<file path="config.mk">
export PLATFORM = sky130hd
export DESIGN_NAME = pll_reconfig_ctrl
export DESIGN_NICKNAME = d
export VERILOG_FILES = /design/src/rtl/pll_reconfig_ctrl.sv
export SDC_FILE = /design/constraint.sdc
export NUM_CORES = 1
export LEC_CHECK = 0
export BUFFER_PORTS_ARGS = -buffer_cell sky130_fd_sc_hd__buf_4
export CAP_MARGIN = 20
export CORE_MARGIN = 2
export CORE_UTILIZATION = 30
export DETAILED_ROUTE_END_ITERATION = 8
export GPL_TIMING_DRIVEN = 0
export SLEW_MARGIN = 20
export SYNTH_ARGS = -nofsm -noshare
export SYNTH_HDL_FRONTEND = slang
export SYNTH_SLANG_ARGS = --single-unit
</file>
<file path="constraint.sdc">
create_clock -name clk -period 1.8 [get_ports clk]
set_input_delay 0.09 -clock clk [delete_from_list [all_inputs] [get_ports clk]]
set_output_delay 0.09 -clock clk [all_outputs]
set_load 0.1 [all_outputs]
</file>
<file path="src/rtl/pll_reconfig_ctrl.sv">
// PLL reconfiguration controller: sequences power-down, reset and lock qualification
// whenever new divider/phase settings are accepted, and recovers automatically from lock loss.
module pll_reconfig_ctrl #(
   parameter int PWD_CYCLES   = 10,
   parameter int RST_CYCLES   = 10,
   parameter int LOCK_TIMEOUT = 50000,
   parameter int LOCK_STABLE  = 16,
   parameter int MAX_RETRY    = 2,
   parameter int INIT_IDIV    = 2,
   parameter int INIT_FDIV    = 32,
   parameter int INIT_ODIV0   = 100,
   parameter int INIT_DUTY0   = 100,
   parameter int INIT_PHASE0  = 16
) (
   input  logic        clk,
   input  logic        rst,
   input  logic        cfg_valid,
   output logic        cfg_ready,
   input  logic [9:0]  cfg_idiv,
   input  logic [9:0]  cfg_fdiv,
   input  logic [9:0]  cfg_odiv0,
   input  logic [9:0]  cfg_duty0,
   input  logic [12:0] cfg_phase0,
   input  logic        pll_lock,
   output logic        pll_pwd,
   output logic        pll_rst,
   output logic        rstodiv,
   output logic [9:0]  dyn_idiv,
   output logic [9:0]  dyn_fdiv,
   output logic [9:0]  dyn_odiv0,
   output logic [9:0]  dyn_duty0,
   output logic [12:0] dyn_phase0,
   output logic        clkout0_gate,
   output logic        busy,
   output logic        done,
   output logic        err,
   output logic        lock_lost,
   output logic [1:0]  retry_cnt
);

   typedef enum logic [2:0] {BOOT, IDLE, PWD, RST, WAIT_LOCK, STABLE, FAIL} state_t;

   // One shared phase counter serves PWD, RST and STABLE, so it is sized for the longest.
   localparam int PC_MAX0 = (PWD_CYCLES > RST_CYCLES) ? PWD_CYCLES : RST_CYCLES;
   localparam int PC_MAX  = (PC_MAX0 > LOCK_STABLE) ? PC_MAX0 : LOCK_STABLE;
   localparam int PC_W    = $clog2(PC_MAX + 1);
   localparam int TO_W    = $clog2(LOCK_TIMEOUT + 1);

   state_t          state, state_n;
   logic [PC_W-1:0] cnt, cnt_n;
   logic [TO_W-1:0] to_cnt, to_n;
   logic [1:0]      retry_n;
   logic            gate_n, done_n, lost_n, load;
   logic            sync1, lock_s;

   always_ff @(posedge clk) begin
      if (rst) begin
         state        <= BOOT;
         cnt          <= '0;
         to_cnt       <= '0;
         retry_cnt    <= '0;
         clkout0_gate <= 1'b1;
         done         <= 1'b0;
         lock_lost    <= 1'b0;
         sync1        <= 1'b0;
         lock_s       <= 1'b0;
         dyn_idiv     <= 10'(INIT_IDIV);
         dyn_fdiv     <= 10'(INIT_FDIV);
         dyn_odiv0    <= 10'(INIT_ODIV0);
         dyn_duty0    <= 10'(INIT_DUTY0);
         dyn_phase0   <= 13'(INIT_PHASE0);
      end else begin
         state        <= state_n;
         cnt          <= cnt_n;
         to_cnt       <= to_n;
         retry_cnt    <= retry_n;
         clkout0_gate <= gate_n;
         done         <= done_n;
         lock_lost    <= lost_n;
         sync1        <= pll_lock;
         lock_s       <= sync1;
         if (load) begin
            dyn_idiv   <= cfg_idiv;
            dyn_fdiv   <= cfg_fdiv;
            dyn_odiv0  <= cfg_odiv0;
            dyn_duty0  <= cfg_duty0;
            dyn_phase0 <= cfg_phase0;
         end
      end
   end

   // In IDLE a request is evaluated after lock loss so that it overrides the recovery
   // sequence while the lock_lost pulse is still reported.
   always_comb begin
      state_n = state;
      cnt_n   = cnt;
      to_n    = to_cnt;
      retry_n = retry_cnt;
      gate_n  = clkout0_gate;
      done_n  = 1'b0;
      lost_n  = 1'b0;
      load    = 1'b0;
      case (state)
         BOOT, RST: begin
            if (cnt == PC_W'(RST_CYCLES - 1)) begin
               state_n = WAIT_LOCK;
               cnt_n   = '0;
               to_n    = '0;
            end else begin
               cnt_n = cnt + PC_W'(1);
            end
         end
         IDLE: begin
            if (!clkout0_gate && !lock_s) begin
               lost_n  = 1'b1;
               gate_n  = 1'b1;
               state_n = RST;
               cnt_n   = '0;
               retry_n = '0;
            end
            if (cfg_valid) begin
               load    = 1'b1;
               gate_n  = 1'b1;
               state_n = PWD;
               cnt_n   = '0;
               retry_n = '0;
            end
         end
         PWD: begin
            if (cnt == PC_W'(PWD_CYCLES - 1)) begin
               state_n = RST;
               cnt_n   = '0;
            end else begin
               cnt_n = cnt + PC_W'(1);
            end
         end
         WAIT_LOCK: begin
            if (lock_s) begin
               state_n = STABLE;
               cnt_n   = '0;
            end else if (to_cnt == TO_W'(LOCK_TIMEOUT - 1)) begin
               if (int'(retry_cnt) < MAX_RETRY) begin
                  state_n = RST;
                  cnt_n   = '0;
                  retry_n = retry_cnt + 2'd1;
               end else begin
                  state_n = FAIL;
               end
            end else begin
               to_n = to_cnt + TO_W'(1);
            end
         end
         STABLE: begin
            if (!lock_s) begin
               state_n = WAIT_LOCK;
            end else if (cnt == PC_W'(LOCK_STABLE - 1)) begin
               state_n = IDLE;
               gate_n  = 1'b0;
               done_n  = 1'b1;
            end else begin
               cnt_n = cnt + PC_W'(1);
            end
         end
         FAIL:    state_n = IDLE;
         default: state_n = BOOT;
      endcase
   end

   assign cfg_ready = (state == IDLE);
   assign busy      = (state != IDLE);
   assign pll_pwd   = (state == PWD);
   assign pll_rst   = (state == RST) || (state == BOOT);
   assign rstodiv   = pll_rst;
   assign err       = (state == FAIL);

endmodule

</file>
==> flow_summary.ini, run 1 <==
[outcome]
status = complete, but fails checks
violations_in_the_final_reports = setup timing

[floorplan]
ios = 121
design.die.area_sq_um = 12700
core_sq_um = 11500
fp.dieH_um = 113
fp-row-count = 39
initial_utilization = 0.309
floorplan.die.width_um = 113

[drt]
routed_wire_length_per_instance_um = 14.0
remaining_drc_errors = 0
met2RoutedLength_mm = 5.34
drt_first_pass_iters = 4
vias = 3530
postRouteAntennaNets = 0
detailed_route_wirelength_on_metal3_um = 449
dr.first_iter.drc_count = 224
route.detailed.vias_per_inst = 4.71
wirelength_mm = 10.5
highest_layer = met4
wl_met1_mm = 4.50

[yosys]
synth_ff_type = dfxtp_1
synth.yosys.seq_area_share = 0.475
asyncSetResetFlopFracSynth = 0
yosysUniqueCellTypes = 51
post_synth_instance_area_sq_um = 3540
yosysWarningCount = 0
syn_inst = 431
postSynthAreaPerCell_sq_um = 8.22
syn_nets = 492
synth_enable_flop_cells = 0
postSynthRegisterBits = 84

[layout]
final_core_util = 0.485
fillers = 1089
layoutNonFillerInstCount = 750
num_antenna_cells = 0
post_route_cells_drive_above_1_share = 0.353
final_area_sq_um = 5570
num-nets-final = 663
area_growth_syn_to_layout_pct = 57.1
layout_commonest_cell = buf_4
layout_common_cells = buf_4 (134), nand2_1 (121), dfxtp_1 (75), a21oi_1 (50), nor2_1 (27)

[critical_path]
worst-endpoint-required_ns = 2.00
critical_path_class = register to register
timing.critical_path.max_delay_family = simple AND/OR/NAND/NOR gates
critPathBufInv = 2
critical_path_peak_fanout = 6
setup.worst_path.end_class = register
crit_path_cell_trace = or4b_4, o41ai_4, buf_6, buf_8, o211ai_4, mux2i_1, nor2_1
worstPathArrival_ns = 2.25
slowest_stage = or4b_4
timing.critical_path.from_type = register
worst_path_largest_cell_delay_ns = 0.57

[placement]
number_of_buffers_inserted_by_port_buffering = 120
place_congestion = 0.845
place_area_sq_um = 4700
detailedPlacementHpwl_mm = 7.38
numPlacedInstances = 694

[clock_network]
h-tree-depth = 3
numClockSinks = 84
cts_root_buffer = clkbuf_16
cts_max_path_buffers = 2
clk-insertion-delay-late_ns = 0.33
clkTransAtPathRegs_ns = 0.07
numCtsBuffers = 9
cts_tree = done

[sta]
timing.slew.headroom = 0.595
clock_skew_ns = 0.00842
setup_viol = 26
unrepaired_setup_endpoints_after_global_routing = true
timing.final.max_slew_violations = 0
final_critical_path_time_including_i_o_delays_and_setup_ns = 2.06
fmax_mhz = 487
worst_hold_slack_ns = 0.00193
report.final.hold_viol_count = 0
setup_slack_ns = -0.255
worst-slew-pin-transition_ns = 0.606
final.period_utilization = 1.14

[grt]
number_of_antenna_violations_at_the_first_check_in_global_routing = 0
grt_first_pass_wirelength_mm = 16.6
largest_net_degree_at_the_start_of_global_routing = 16
total_gr_overflow = 0
total_routing_usage_reported_by_global_routing = 0.160
number_of_global_route_vias_before_repair = 3486

[pwr]
cellPowerDensity_nw_per_um2 = 1340
peakVddDrop_v = 0.000873
p_leak_uw = 0.00231

[run]
max_cap_violations = 0

[worst_hold_path]
hold_class = input port to register
==> cells in the mapped netlist, types with 2 or more instances <==
cell	n	share of area
a21o_1	2	0.0042
a21oi_1	52	0.073
a2bb2oi_1	3	0.0074
a311oi_1	2	0.0049
a31oi_1	2	0.0035
and2b_1	2	0.0042
and3_1	2	0.0035
and3b_1	2	0.0049
buf_2	5	0.0071
buf_4	3	0.0064
buf_6	4	0.013
clkbuf_1	16	0.017
dfxtp_1	84	0.47
ha_1	4	0.014
inv_1	7	0.0074
mux2i_1	3	0.0085
nand2_1	124	0.13
nand2b_1	4	0.0071
nand3_1	7	0.0099
nand3b_1	9	0.019
nand4_1	2	0.0035
nor2_1	29	0.031
nor2b_1	4	0.0071
nor3_1	9	0.013
nor4_1	6	0.011
o21ai_0	7	0.0099
or4_1	2	0.0042
or4b_4	2	0.0078
xnor2_1	11	0.027
==> logic make-up (layout without fill, tap and decap cells) <==
group,Yosys count,after routing,synth area share
adder cells (fa/ha/maj),4,4,0.0141
multiplexers,3,3,0.00848
AND/OR/NAND/NOR,215,215,0.289
buffers and inverters,36,212,0.0516
AO/OA/AOI/OAI,77,77,0.133
XOR/XNOR,12,12,0.0297
flip-flops,84,84,0.475
==> worst reg2reg max path, delay by kind of cell (launching register included) <==
family / cells / cell delay [ns]
compound gates: 2 / 0.48
simple gates: 2 / 0.62
mux: 1 / 0.16
flops: 1 / 0.35
buf+inv: 2 / 0.33
==> worst paths after layout <==
path / startpoint / endpoint / slack [ns] / cells past startpoint
min reg2reg: dyn_idiv[9] / dyn_idiv[9] / 0.46 / 2
max reg2reg: to_cnt[5] / cnt[0] / -0.26 / 7
max: to_cnt[5] / cnt[0] / -0.26 / 7
min: cfg_phase0[9] / dyn_phase0[9] / 0.002 / 3
==> sequential cells by signal, summed over array words and instances (netlist names) <==
name / count
clkout0_gate: 1
cnt: 5
done: 1
dyn_duty0: 10
dyn_fdiv: 10
dyn_idiv: 10
dyn_odiv0: 10
dyn_phase0: 13
lock_lost: 1
lock_s: 1
retry_cnt: 2
state: 3
sync1: 1
to_cnt: 16
==> area by class of cell <==
class	count	area, sq um	share of cell area
buffer	27	206	0.0371
clock buffer	10	229	0.0411
clock inverter	6	50.0	0.00899
inverter	8	46.3	0.00832
multi-input combinational	311	1850	0.333
sequential	84	1690	0.304
tap	143	179	0.0321
timing repair buffer	161	1310	0.236
==> through the flow <==
step / power, uW / setup WS [ns] / TNS, ns
3_5_place_dp: 5290 / -0.316 / -13.25
3_3_place_gp: 5250 / -0.299 / -11.04
5_1_grt: 7780 / -0.314 / -6.40
6_report: 7430 / -0.255 / -4.54
4_1_cts: 7340 / -0.206 / -3.65
2_1_floorplan: 4640 / -0.407 / -7.67
==> power by group <==
part | switching (uW) | leakage [uW] | total, uW | internal, uW
sequential | 125 | 0.000684 | 2160 | 2040
combinational | 2350 | 0.00150 | 3540 | 1190
clock | 784 | 0.000129 | 1730 | 948
==> per-layer routing <==
layer,GRT usage,vias to the layer above
met2,0.283,93
met4,0.0675,0
met5,0,-
li1,-,1789
met1,0.188,1631
met3,0.0313,17
==> repair_timing <==
item | CTS | global route
pin swaps | 8 | 11
gates cloned | 1 | 1
setup buffers | 10 | 7
endpoints found under the hold margin | 22 | 1
gates resized for setup | 33 | 23
endpoints found under the setup margin | 82 | 64
hold buffers | 22 | 1
Note: power is estimated with default switching activity, not from simulation.
==> run 2: changes to the inputs <==
Settings changed: SKIP_CTS_REPAIR_TIMING from default to 1.
==> flow_summary.ini, run 2 (synthesis gave the netlist of run 1 again) <==
[outcome]
status = complete, but fails checks
violations_in_the_final_reports = hold timing, setup timing

[floorplan]
initial_utilization = 0.309
fp-row-count = 39
design.die.area_sq_um = 12700
core_sq_um = 11500
floorplan.die.width_um = 113
ios = 121
fp.dieH_um = 113

[sta]
report.final.hold_viol_count = 4
worst-slew-pin-transition_ns = 0.571
setup_slack_ns = -0.242
final.period_utilization = 1.13
worst_hold_slack_ns = -0.0310
fmax_mhz = 490
clock_skew_ns = 0.00922
timing.slew.headroom = 0.619
unrepaired_setup_endpoints_after_global_routing = true
setup_viol = 28
fin_setup_tns_ns = -4.63
timing.final.max_slew_violations = 0
final_critical_path_time_including_i_o_delays_and_setup_ns = 2.04

[clock_network]
cts_tree = done
cts_max_path_buffers = 2
numCtsBuffers = 9
h-tree-depth = 3
cts_root_buffer = clkbuf_16
numClockSinks = 84
clk-insertion-delay-late_ns = 0.33
clkTransAtPathRegs_ns = 0.07

[critical_path]
timing.reg2reg.setup_slack_ns = -0.24
crit_end = to_cnt[13]
reg2reg_start = state[0]
critical_path_class = register to register
worst-endpoint-required_ns = 2.02
crit-reg2reg-capture = to_cnt[13]
worst_r2r_path_depth = 9
setup.worst_path.end_class = register
critical_path_peak_fanout = 7
timing.critical_path.from_type = register
worstSetupStartpoint = state[0]
worstPathArrival_ns = 2.27

[layout]
largest-register = to_cnt
area_growth_syn_to_layout_pct = 55.4
num_antenna_cells = 0
fillers = 1110
post_route_cells_drive_above_1_share = 0.376
biggestRegsByFlops = to_cnt (16), dyn_phase0 (13)
num-nets-final = 654
largest_register_ff_count = 16
layout_commonest_cell = buf_4
layout_common_cells = buf_4 (134), nand2_1 (121), dfxtp_1 (78), a21oi_1 (39), nor2_1 (25)

[pwr]
p_leak_uw = 0.00222
cellPowerDensity_nw_per_um2 = 1360
peakVddDrop_v = 0.000878

[drt]
drt_first_pass_iters = 4
routed_wire_length_per_instance_um = 13.8
remaining_drc_errors = 0
postRouteAntennaNets = 0
vias = 3513
dr.first_iter.drc_count = 207
route.detailed.vias_per_inst = 4.74
wirelength_mm = 10.2

[placement]
detailedPlacementHpwl_mm = 7.38
place_congestion = 0.845
pre_cts_setup_slack_ns = -0.316
number_of_buffers_inserted_by_port_buffering = 120

[worst_hold_path]
hold_class = input port to register

[grt]
number_of_antenna_violations_at_the_first_check_in_global_routing = 0
largest_net_degree_at_the_start_of_global_routing = 16
total_routing_usage_reported_by_global_routing = 0.150
total_gr_overflow = 0
grt_first_pass_wirelength_mm = 15.5
number_of_global_route_vias_before_repair = 3233

[run]
max_cap_violations = 0
run 2: cell types whose count changed in the layout (fill, tap and decap cells not counted), moves of 2 or more:
| cell | previous run | this run |
|---|---|---|
| buf_2 | 5 | 1 |
| clkbuf_8 | 3 | 1 |
| nor4_4 | 5 | 2 |
| a21oi_1 | 50 | 39 |
| dfxtp_1 | 75 | 78 |
| nor2_1 | 27 | 25 |
| dlygate4sd3_1 | 23 | 11 |
| nor4_1 | 2 | 4 |
| clkbuf_4 | 2 | 0 |
| buf_6 | 4 | 16 |
| a21oi_2 | 2 | 13 |
| dfxtp_2 | 9 | 6 |
run 2: worst max-delay path, stage by stage, from the launching register on:
cell and delay, ns:
dfxtp_1 0.31, buf_6 0.13, buf_4 0.13, nor4b_4 0.40
o41ai_4 0.14, buf_4 0.18, buf_6 0.15, nor4_4 0.28
xnor2_1 0.16, nor2_1 0.06
run 2: final cells by class:
type | instances | area [sq um] | area share
Inverter | 8 | 46.3 | 0.00841
Multi-Input combinational cell | 311 | 1860 | 0.338
Clock buffer | 10 | 229 | 0.0416
Buffer | 28 | 241 | 0.0439
Tap cell | 143 | 179 | 0.0325
Clock inverter | 6 | 50.0 | 0.00909
Timing Repair Buffer | 151 | 1210 | 0.220
Sequential cell | 84 | 1690 | 0.307
run 2: how the worst min path moves through the flow:
stage / start / slack [ns] / cells past startpoint / endpoint
2_1_floorplan: cfg_duty0[2] / 0.21 / 2 / dyn_duty0[2]
3_3_place_gp: cfg_odiv0[2] / 0.31 / 3 / dyn_odiv0[2]
3_5_place_dp: cfg_duty0[5] / 0.31 / 3 / dyn_duty0[5]
4_1_cts: cfg_duty0[5] / -0.04 / 3 / dyn_duty0[5]
5_1_grt: cfg_idiv[6] / 0.0003 / 3 / dyn_idiv[6]
6_report: cfg_duty0[5] / -0.03 / 3 / dyn_duty0[5]
run 2: power by group:
part / switching [uW] / leakage, uW / internal, uW
registers: 125 / 0.000683 / 2040
clock network: 780 / 0.000129 / 947
logic: 2370 / 0.00141 / 1240
total: 3270 / 0.00222 / 4220
run 2: metrics by stage:
| stage | area [sq um] | hold WS [ns] | instances | utilization | power (uW) |
|---|---|---|---|---|---|
| after floorplan | 3620 | 0.214 | 431 | - | 4640 |
| after global routing | 5510 | 0.000342 | 741 | 0.480 | 7840 |
| after CTS | 4980 | -0.0387 | 710 | 0.434 | 7020 |
| final | 5510 | -0.0310 | 741 | 0.480 | 7490 |
| after global placement | 4700 | 0.306 | 694 | 0.410 | 5250 |
| after detailed placement | 4700 | 0.307 | 694 | 0.410 | 5290 |
run 2: per-layer routing:
layer | vias up | routed length [um] | global-route usage | part of all wire
met5 | - | 0 | 0 | 0
met4 | 0 | 216 | 0.0602 | 0.021
met3 | 17 | 458 | 0.0324 | 0.045
met2 | 83 | 5130 | 0.259 | 0.50
met1 | 1643 | 4390 | 0.180 | 0.43
li1 | 1770 | - | - | -
==> run 3: changes to the inputs <==
Settings changed: ABC_AREA from default to 1, ABC_CLOCK_PERIOD_IN_PS from default to 1800, BUFFER_PORTS_ARGS -buffer_cell sky130_fd_sc_hd__buf_4 to default, DONT_BUFFER_PORTS from default to 1.
==> flow_summary.ini, run 3 <==
[outcome]
status = complete, but fails checks
violations_in_the_final_reports = setup timing

[clock_network]
h-tree-depth = 3
numCtsBuffers = 9
cts_tree = done
numClockSinks = 84
clkTransAtPathRegs_ns = 0.07
clk-insertion-delay-late_ns = 0.35
cts_max_path_buffers = 2
cts_root_buffer = clkbuf_16

[sta]
setup_viol = 82
fin_setup_tns_ns = -23.66
timing.final.max_slew_violations = 0
final.period_utilization = 1.22
report.final.hold_viol_count = 0
setup_slack_ns = -0.396
fmax_mhz = 455
unrepaired_setup_endpoints_after_global_routing = true
worst-slew-pin-transition_ns = 1.12
clock_skew_ns = 0.0110
final_critical_path_time_including_i_o_delays_and_setup_ns = 2.20
timing.slew.headroom = 0.253

[drt]
wirelength_mm = 11.5
routed_wire_length_per_instance_um = 14.3
remaining_drc_errors = 0
route.detailed.vias_per_inst = 4.83
postRouteAntennaNets = 0
vias = 3865
dr.first_iter.drc_count = 274
drt_first_pass_iters = 5

[floorplan]
core_sq_um = 12500
ios = 121
initial_utilization = 0.304
design.die.area_sq_um = 13600
fp.dieH_um = 116
floorplan.die.width_um = 116
fp-row-count = 41

[pwr]
seq_power_share = 0.493
p_leak_uw = 0.00206
netSwitchingFraction = 0.508
peakVddDrop_v = 0.00102
internal-power_uw = 4090
cellPowerDensity_nw_per_um2 = 1600
part_of_the_total_power_dissipated_in_combinational_logic = 0.270
power_frac_clock = 0.237
net-switching-power_uw = 4220
finalPower_uw = 8310

[yosys]
post_synth_instance_area_sq_um = 3790
synth.yosys.seq_area_share = 0.444
synth_ff_type = dfxtp_1
synthDominantCellAreaShare = 0.444
asyncSetResetFlopFracSynth = 0
synth.most_common_cell = nor2_1
postSynthRegisterBits = 84
postSynthAreaPerCell_sq_um = 6.89
synthDominantAreaCellType = dfxtp_1
synth_enable_flop_cells = 0
syn_nets = 611
synth.top_cells.by_count = nor2_1 (146), nand2_1 (109), dfxtp_1 (84)
synth.area.top_cells = dfxtp_1 (44%), nor2_1 (14%), nand2_1 (11%), o21ai_0 (5.7%), nand3_1 (4.9%)
yosysWarningCount = 0
syn_inst = 550
yosysUniqueCellTypes = 32

[grt]
total_gr_overflow = 0
grt_first_pass_wirelength_mm = 15.4
number_of_antenna_violations_at_the_first_check_in_global_routing = 0
total_routing_usage_reported_by_global_routing = 0.146
largest_net_degree_at_the_start_of_global_routing = 17
number_of_global_route_vias_before_repair = 3341

[run]
max_cap_violations = 0

[layout]
final_area_sq_um = 5200
biggestRegsByFlops = to_cnt (16), dyn_phase0 (13)
fillers = 1228
layout_common_cells = nor2_1 (142), nand2_1 (99), dfxtp_1 (77), dlygate4sd3_1 (54), o21ai_0 (40)
area_growth_syn_to_layout_pct = 37.2
largest-register = to_cnt
largest_register_ff_count = 16
layout_commonest_cell = nor2_1
post_route_cells_drive_above_1_share = 0.159
num_antenna_cells = 0
num-nets-final = 685
final_core_util = 0.417

[placement]
place_congestion = 0.852
number_of_buffers_inserted_by_port_buffering = 0
detailedPlacementHpwl_mm = 7.26
place_area_sq_um = 4070

[critical_path]
critical_path_class = register to register
critical_path_peak_fanout = 10
timing.critical_path.from_type = register
worstPathArrival_ns = 2.44
setup.worst_path.end_class = register
worst-endpoint-required_ns = 2.04

[worst_hold_path]
hold_class = input port to register
run 3: cell types whose count changed after synthesis, moves of 5 or more:
cell,delta
nor2_1,+117
o21ai_0,+36
nand3_1,+30
a21oi_1,-29
inv_1,+23
nand2_1,-15
xnor2_1,-11
nand3b_1,-8
nor3_1,-6
o21ai_1,+6
o21bai_1,+5
run 3: cell families after synthesis:
| family | share of synthesized area |
|---|---|
| simple gates | 0.349 |
| xor+xnor | 0.0116 |
| compound gates | 0.117 |
| fa+ha+maj | 0.0132 |
| flops | 0.444 |
| buf+inv | 0.0653 |
run 3: layout make-up:
class | instances | area [sq um] | share of cell area
Clock inverter | 6 | 77.6 | 0.0149
Clock buffer | 10 | 239 | 0.0460
Sequential cell | 84 | 1700 | 0.326
Multi-Input combinational cell | 407 | 2010 | 0.386
Buffer | 24 | 179 | 0.0344
Tap cell | 172 | 215 | 0.0414
Inverter | 36 | 159 | 0.0306
Timing Repair Buffer | 62 | 626 | 0.120
run 3: critical path: stages, from the launching register on:
cell      delay [ns]
dfxtp_4         0.36
inv_4           0.06
nand2_4         0.07
nor2_4          0.61
inv_8           0.22
nor2_4          0.26
inv_4           0.11
clkbuf_8        0.18
nor2_1          0.16
nor2_1          0.07
run 3: metal layers:
metal  vias up  GRT usage  routed length, um
met2       145      0.248               5740
met4         0     0.0468                187
li1       1912          -                  -
met3        16     0.0680                964
met1      1792      0.161               4580
met5         -          0                  0
run 3: worst paths after layout:
check             from  cells past startpoint  slack (ns)          end
max           state[1]                      9       -0.40  dyn_idiv[0]
min          cfg_valid                      5        0.12     state[0]
max reg2reg   state[1]                      9       -0.40  dyn_idiv[0]
min reg2reg      sync1                      2        0.41       lock_s
run 3: power groups by stage:
stage	clock network [uW]	registers (uW)	logic, uW
after floorplan	0	4030	1380
after global placement	0	4100	1620
after detailed placement	0	4100	1660
after CTS	2010	4070	1660
after global routing	2080	4130	2420
final	1970	4100	2240
run 3: through the flow:
| stage | hold WS, ns | instances | setup WS (ns) |
|---|---|---|---|
| floorplan | 0.197 | 550 | -0.161 |
| finish | 0.123 | 801 | -0.396 |
| global placement | 0.219 | 722 | -0.418 |
| global route | 0.163 | 801 | -0.465 |
| detailed placement | 0.225 | 722 | -0.455 |
| CTS | -0.140 | 738 | -0.462 |
